`config.mk`:
```
export PLATFORM = sky130hd
export DESIGN_NAME = load_store_period_monitor_flat
export DESIGN_NICKNAME = d
export VERILOG_FILES = /design/src/rtl/load_store_period_monitor_if.sv /design/src/rtl/load_store_period_monitor.sv /design/src/flat_wrapper.sv
export SDC_FILE = /design/constraint.sdc
export NUM_CORES = 1
export LEC_CHECK = 0
export BUFFER_PORTS_ARGS = -buffer_cell sky130_fd_sc_hd__buf_4
export CORE_UTILIZATION = 28
export DETAILED_ROUTE_END_ITERATION = 8
export GPL_TIMING_DRIVEN = 1
export PLACE_DENSITY_LB_ADDON = 0.05
export SYNTH_ARGS = -nofsm -noshare
export SYNTH_HDL_FRONTEND = slang
export SYNTH_SLANG_ARGS = --single-unit
```
`constraint.sdc`:
```
create_clock -name clk -period 2.5 [get_ports clk]
set_clock_uncertainty 0.1 [all_clocks]
set_input_delay 0.5 -clock clk [delete_from_list [all_inputs] [get_ports clk]]
set_output_delay 0.5 -clock clk [all_outputs]
set_load 0.005 [all_outputs]
```
`src/rtl/load_store_period_monitor_if.sv`:
```
// Result-record handshake between the period monitor and its consumer.
interface load_store_period_monitor_if #(
  parameter int unsigned PBITS = 12
) ();
  logic             evt_valid;
  logic             evt_ready;
  logic [PBITS-1:0] evt_period;
  logic             evt_err;

  modport master (output evt_valid, output evt_period, output evt_err, input evt_ready);
  modport slave  (input evt_valid, input evt_period, input evt_err, output evt_ready);
endinterface

```
`src/rtl/load_store_period_monitor.sv`:
```
// Measures periods between rising edges of the full-level flag, queues checked records.
// Optional PM_ERR_COUNT_EN adds a saturating count of out-of-tolerance records.
module load_store_period_monitor #(
  parameter int unsigned EXP_PERIOD = 2502,
  parameter int unsigned TOL        = 0,
  parameter int unsigned PBITS      = 12,
  parameter int unsigned DEPTH      = 4
) (
  input  logic clk,
  input  logic rst,
  input  logic sig_in,
  load_store_period_monitor_if.master evt,
  output logic locked,
  output logic alarm,
  output logic ovf
`ifdef PM_ERR_COUNT_EN
  ,
  output logic [7:0] err_cnt
`endif
);

  localparam int unsigned AW = $clog2(DEPTH);
  localparam logic [PBITS-1:0] CNT_MAX = '1;
  localparam logic [PBITS-1:0] CNT_PRE = CNT_MAX - PBITS'(1);
  localparam logic [PBITS:0]   EXP_W   = (PBITS+1)'(EXP_PERIOD);
  localparam logic [PBITS:0]   TOL_W   = (PBITS+1)'(TOL);

  typedef enum logic [1:0] {WAIT_FIRST, MEASURE, STALLED} state_e;

  state_e           state_q, state_d;
  logic             sig_q;
  logic [PBITS-1:0] cnt_q, cnt_d;
  logic             locked_q, locked_d;
  logic             prev_ok_q, prev_ok_d;
  logic             alarm_q, alarm_d;
  logic             ovf_q;
  logic             rise_c, rec_push_c, rec_err_c, out_tol_c;
  logic [PBITS:0]   cnt_w_c, dev_c;

  logic [AW:0]      wr_q, rd_q;
  logic [PBITS-1:0] per_mem [DEPTH];
  logic             err_mem [DEPTH];
  logic             empty_c, full_c, pop_c, wr_en_c, drop_c;

  assign rise_c    = sig_in & ~sig_q;
  // Deviation is taken one bit wider than the counter so it never wraps
  assign cnt_w_c   = {1'b0, cnt_q};
  assign dev_c     = (cnt_w_c >= EXP_W) ? (cnt_w_c - EXP_W) : (EXP_W - cnt_w_c);
  assign out_tol_c = dev_c > TOL_W;

  always_ff @(posedge clk) begin
    if (rst) begin
      state_q   <= WAIT_FIRST;
      sig_q     <= 1'b0;
      cnt_q     <= '0;
      locked_q  <= 1'b0;
      prev_ok_q <= 1'b0;
      alarm_q   <= 1'b0;
    end else begin
      state_q   <= state_d;
      sig_q     <= sig_in;
      cnt_q     <= cnt_d;
      locked_q  <= locked_d;
      prev_ok_q <= prev_ok_d;
      alarm_q   <= alarm_d;
    end
  end

  always_comb begin
    state_d    = state_q;
    cnt_d      = cnt_q;
    alarm_d    = alarm_q;
    locked_d   = locked_q;
    prev_ok_d  = prev_ok_q;
    rec_push_c = 1'b0;
    rec_err_c  = out_tol_c;
    unique case (state_q)
      WAIT_FIRST: begin
        if (rise_c) begin
          cnt_d   = PBITS'(1);
          state_d = MEASURE;
        end
      end
      MEASURE: begin
        if (rise_c) begin
          rec_push_c = 1'b1;
          cnt_d      = PBITS'(1);
        end else if (cnt_q == CNT_PRE) begin
          cnt_d     = CNT_MAX;
          state_d   = STALLED;
          alarm_d   = 1'b1;
          locked_d  = 1'b0;
          prev_ok_d = 1'b0;
        end else begin
          cnt_d = cnt_q + PBITS'(1);
        end
      end
      STALLED: begin
        if (rise_c) begin
          rec_push_c = 1'b1;
          rec_err_c  = 1'b1;
          cnt_d      = PBITS'(1);
          state_d    = MEASURE;
        end
      end
      default: state_d = WAIT_FIRST;
    endcase
    // Lock needs two in-tolerance records in a row; any bad record unlocks
    if (rec_push_c) begin
      if (rec_err_c) begin
        locked_d  = 1'b0;
        prev_ok_d = 1'b0;
      end else begin
        if (prev_ok_q) locked_d = 1'b1;
        prev_ok_d = 1'b1;
      end
    end
  end

  assign empty_c = (wr_q == rd_q);
  assign full_c  = (wr_q[AW] != rd_q[AW]) && (wr_q[AW-1:0] == rd_q[AW-1:0]);
  assign pop_c   = ~empty_c & evt.evt_ready;
  assign wr_en_c = rec_push_c & (~full_c | pop_c);
  assign drop_c  = rec_push_c & full_c & ~pop_c;

  always_ff @(posedge clk) begin
    if (rst) begin
      wr_q  <= '0;
      rd_q  <= '0;
      ovf_q <= 1'b0;
    end else begin
      if (wr_en_c) wr_q <= wr_q + (AW+1)'(1);
      if (pop_c)   rd_q <= rd_q + (AW+1)'(1);
      if (drop_c)  ovf_q <= 1'b1;
    end
  end

  always_ff @(posedge clk) begin
    if (wr_en_c) begin
      per_mem[wr_q[AW-1:0]] <= cnt_q;
      err_mem[wr_q[AW-1:0]] <= rec_err_c;
    end
  end

  assign evt.evt_valid  = ~empty_c;
  assign evt.evt_period = empty_c ? '0 : per_mem[rd_q[AW-1:0]];
  assign evt.evt_err    = empty_c ? 1'b0 : err_mem[rd_q[AW-1:0]];
  assign locked         = locked_q;
  assign alarm          = alarm_q;
  assign ovf            = ovf_q;

`ifdef PM_ERR_COUNT_EN
  // Counts every bad record offered to the queue, including dropped ones
  logic [7:0] err_cnt_q;
  always_ff @(posedge clk) begin
    if (rst) begin
      err_cnt_q <= '0;
    end else if (rec_push_c && rec_err_c && (err_cnt_q != 8'hFF)) begin
      err_cnt_q <= err_cnt_q + 8'd1;
    end
  end
  assign err_cnt = err_cnt_q;
`endif

endmodule

```
`src/flat_wrapper.sv`:
```
// flat-port wrapper written by rule: the top's interface ports become plain ports
module load_store_period_monitor_flat 
#(
  parameter int unsigned EXP_PERIOD = 2502,
  parameter int unsigned TOL        = 0,
  parameter int unsigned PBITS      = 12,
  parameter int unsigned DEPTH      = 4
)
  (clk, rst, sig_in, locked, alarm, ovf, evt_evt_valid, evt_evt_period, evt_evt_err, evt_evt_ready);
  load_store_period_monitor_if #(.PBITS(PBITS)) evt_i ();
  input  logic clk;
  input  logic rst;
  input  logic sig_in;
  output logic locked;
  output logic alarm;
  output logic ovf;
  output wire logic [$bits(evt_i.evt_valid)-1:0] evt_evt_valid;
  output wire logic [$bits(evt_i.evt_period)-1:0] evt_evt_period;
  output wire logic [$bits(evt_i.evt_err)-1:0] evt_evt_err;
  input wire logic [$bits(evt_i.evt_ready)-1:0] evt_evt_ready;
  assign evt_evt_valid = evt_i.evt_valid;
  assign evt_evt_period = evt_i.evt_period;
  assign evt_evt_err = evt_i.evt_err;
  assign evt_i.evt_ready = evt_evt_ready;
  load_store_period_monitor #(.EXP_PERIOD(EXP_PERIOD), .TOL(TOL), .PBITS(PBITS), .DEPTH(DEPTH)) u_core (.clk(clk), .rst(rst), .sig_in(sig_in), .evt(evt_i), .locked(locked), .alarm(alarm), .ovf(ovf));
endmodule
```
==> results.md <==
- The startpoint type of the worst setup path is a register.
- The number of global-route vias before repair is 2,481.
- The run finished with clean final reports.
- The routed wire length is 8780 um.
- The post-route minimum period is 2.33 ns.
- The Yosys step of the flow raised 0 warnings.
- The data arrival time of the worst path is 1.73 ns.
- The number of design-rule violations left by the first detailed-router iteration is 146.
- The tightest min-delay check is of the input port to register type.
- The maximum operating frequency is 429 MHz.
- Per report_power, the clock group accounts for 43.8% of the total.
- The global placer's final weighted congestion is 0.745.
- Relative to the synthesized area, the layout overhead comes to 22.3%.
- The floorplan die area is 0.0139 mm^2.
- The setup slack of the most critical reg-to-reg path is 0.19 ns.
- Counting cells, the worst reg-to-reg path comes to 6.
- Max-cap violations in this run came to 0.
- Once detailed placement completed, the half-perimeter wirelength came to 6060 um.
- Yosys attributes the largest share of cell area to sky130_fd_sc_hd__edfxtp_1, sky130_fd_sc_hd__dfxtp_1, sky130_fd_sc_hd__mux4_2.
- The maximum net fanout on the critical path is 16.
- The via count of the routed design is 2,525.
- The unique cell type count in the Yosys netlist is 48.
- The gate count after technology mapping is 311.
- For this design the top-level I/O count stands at 21.
- The number of nets still failing antenna checks after routing is 0.
- The dominant synthesized flop cell is sky130_fd_sc_hd__edfxtp_1.
- The initialized floorplan defines 42 standard-cell rows.
- The share of total power dissipated in sequential elements is 47.7%.
- The count of final hold-check violations is 0.
- The global routing usage summed across all routing layers is 13.5%.
- The launch point of the worst reg-to-reg path is u_core.cnt_q[1].
- The post-route netlist has 23.5% of its cells at a drive strength greater than 1.
- The worst setup path is of the register to output port kind.
- Of the synthesized area, sequential elements account for 55.8%.
- The register bit count reported by yosys is 79.
- STA classifies the critical path endpoint as an output port.
- Summed over all cells, the static leakage comes to 1.58 nW.
- Yosys mapped a number of flops with a built-in enable equal to 52.
- The total grt overflow is 0.
- The per-instance average area after synthesis is 12.1 um^2.
- In this run the critical register-to-register path is captured at u_core.err_mem[1].
- IR analysis of the VDD net gives a maximum drop of 0.249 mV.
- The net load switching power is 0.655 mW.
- Buffers added to address setup during post-CTS repair amount to 0.
- Setup repair after global routing left no endpoint under its margin.
- The portion of the clock cycle consumed by the worst path in the final layout is 93.1%.
- The number of remaining DRC errors is 0.
- The setup TNS after final layout is 0 ns.
- The maximum number of pins on one net before global-route repair is 28.
- In the final routed layout, each cell accounts on average for 16.4 um.
- The insertion delay to the later sink of the worst-skew pair is 0.33 ns.
- The buffer levels on the longest clock path is 2.
- The combinational group share of total power is 8.5%.
- The proportion of netlist area held by the largest area contributor is 41.5%.
- The die outline height is 118 um.
- The iteration count of the initial detailed-routing pass is 4.
- The leading area contributor after synthesis is sky130_fd_sc_hd__edfxtp_1.
- CTS saw 79 sinks.
- The clock root buffer master is sky130_fd_sc_hd__clkbuf_16.
- After synthesis the cells add up to 0.00377 mm^2.
- The count of inserted antenna diode cells is 0.
- Power spread over the standard cell area amounts to 644 mW/mm^2.
- The vias per cell is 4.73.
- Of all flip-flops after synthesis, the portion carrying an async set or reset was 0%.
- The global-route wire length before repair is 14,000 um.
- Once the floorplan was initialized, standard cells occupied 28.6% of the core.
- The startpoint of the worst setup timing path is u_core.wr_q[2].
- Buffers placed on the I/O ports in this run total 20.
- The final cell count without fillers is 534.
- Clock-pin slew was measured on the worst setup and hold paths at 0.06 ns.
- The worst pin sits at a relative slew slack of 64.5%.
- The cell-internal power is 2.31 mW.
- STA puts the critical path data required time at 1.90 ns.
- From left edge to right edge, the die measures 118 um.
- For the pin with the worst max-slew slack, the measured transition is 0.531 ns.
- The post-synth net total is 328.
- The count of nets after finishing is 370.
- Once placement completed, the tool counted placed cells totaling 518.
- Hold repair after CTS inserted 0 buffers.
- Following the worst setup path forward leads to its endpoint at evt_evt_period[11].
- The number of pins with negative max-slew slack in the final report is 0.
- The number of gates resized after CTS was 1.
- Setup violations remaining at the end of the flow were counted as 0.
- Leaving out fill and tap cells, the most frequent cells in the layout are sky130_fd_sc_hd__edfxtp_1, sky130_fd_sc_hd__buf_4, sky130_fd_sc_hd__nor2_1, sky130_fd_sc_hd__dfxtp_1, sky130_fd_sc_hd__a21oi_1.
- The initial antenna violation count is 0.
- The core footprint is 0.0132 mm^2.
- The H-tree depth is 3.
- Leaving out fill and tap cells, the most frequent cell in the layout is sky130_fd_sc_hd__edfxtp_1.
- Net switching is 22.1% of the power.
- The number of buffers inserted during clock tree synthesis is 9.
- TritonCTS built the clock tree.
[routing by layer]
layer  vias to the layer above  GRT usage [%]  share of wire [%]
met5                         -              0                  0
met4                         0           4.09               0.89
met3                         5           4.12                3.0
met2                        41           21.9                 49
met1                      1223           17.2                 47
li1                       1256              -                  -
[sequential cells by signal, summed over array words and instances, names as in the netlist, 2 cells and up, named ones only]
| register | cells |
|---|---|
| u_core.state_q | 2 |
| u_core.wr_q | 3 |
| u_core.per_mem | 48 |
| u_core.cnt_q | 12 |
| u_core.rd_q | 3 |
| u_core.err_mem | 4 |
[synthesized netlist by cell type (all sizes together) (4+ instances only)]
| master | count |
|---|---|
| nand3 | 8 |
| xnor2 | 5 |
| nor3 | 9 |
| edfxtp | 52 |
| nor4 | 4 |
| nor2 | 25 |
| buf | 9 |
| a31oi | 5 |
| xor2 | 5 |
| mux4 | 13 |
| dfxtp | 27 |
| ha | 13 |
| and2 | 20 |
| a21oi | 23 |
| a211oi | 5 |
| clkbuf | 8 |
| nand2 | 9 |
| o21ai | 21 |
| inv | 9 |
[area by class of cell]
| class | instances | area [um^2] |
|---|---|---|
| fillers | 1338 | 8590 |
| flip-flops and latches | 79 | 2100 |
| multi-input cells | 206 | 1530 |
| repair buffers | 48 | 423 |
| clock buffers | 11 | 233 |
| well taps | 176 | 220 |
| clock inverters | 5 | 58.8 |
| inverters | 9 | 33.8 |
[worst max-delay path, stage by stage (launching register included)]
cell,delay (ns)
sky130_fd_sc_hd__dfxtp_1,0.32
sky130_fd_sc_hd__xnor2_1,0.23
sky130_fd_sc_hd__or3b_4,0.52
sky130_fd_sc_hd__and2_1,0.19
sky130_fd_sc_hd__buf_4,0.13
[cell families (layout without fill, tap and decap cells)]
family / Yosys count / in the layout / share of synthesized area [%]
and+or+nand+nor: 101 / 101 / 14.7
DFF: 79 / 79 / 55.8
AOI/OAI and AO/OA: 66 / 66 / 10.5
buffers and inverters: 26 / 73 / 3.75
muxes: 16 / 16 / 8.57
adders and majority gates: 13 / 13 / 4.32
xor gates and xnor gates: 10 / 10 / 2.33
[how the worst min path moves through the flow]
stage,from,end,slack (ns),cells past startpoint
2_1_floorplan,u_core.cnt_q[10],u_core.per_mem[0][10],0.36,0
3_3_place_gp,u_core.alarm,u_core.alarm,0.37,2
3_5_place_dp,u_core.ovf,u_core.ovf,0.37,2
4_1_cts,sig_in,u_core.sig_q,0.30,2
5_1_grt,sig_in,u_core.sig_q,0.31,2
6_report,sig_in,u_core.sig_q,0.31,2
[stage by stage]
| stage | instance area (um^2) | hold WS (ns) | utilization (%) | setup WS [ns] | power (mW) |
|---|---|---|---|---|---|
| final | 4600 | 0.311 | 34.9 | 0.171 | 2.96 |
| after global routing | 4600 | 0.313 | 34.9 | 0.0546 | 3.09 |
| after CTS | 4600 | 0.302 | 34.8 | 0.0967 | 3.03 |
| after detailed placement | 4300 | 0.368 | 32.6 | 0.124 | 1.70 |
| after global placement | 4300 | 0.374 | 32.6 | 0.151 | 1.70 |
| after floorplan | 3770 | 0.358 | - | 0.248 | 1.58 |
[power by group through the flow]
stage               Combinational [mW]  Clock (mW)  Sequential, mW
finish                           0.253        1.30            1.41
global route                     0.282        1.39            1.42
CTS                              0.261        1.35            1.41
detailed placement               0.257           0            1.44
global placement                 0.259           0            1.44
floorplan                        0.143           0            1.44
(Power assumes the default switching activity.)
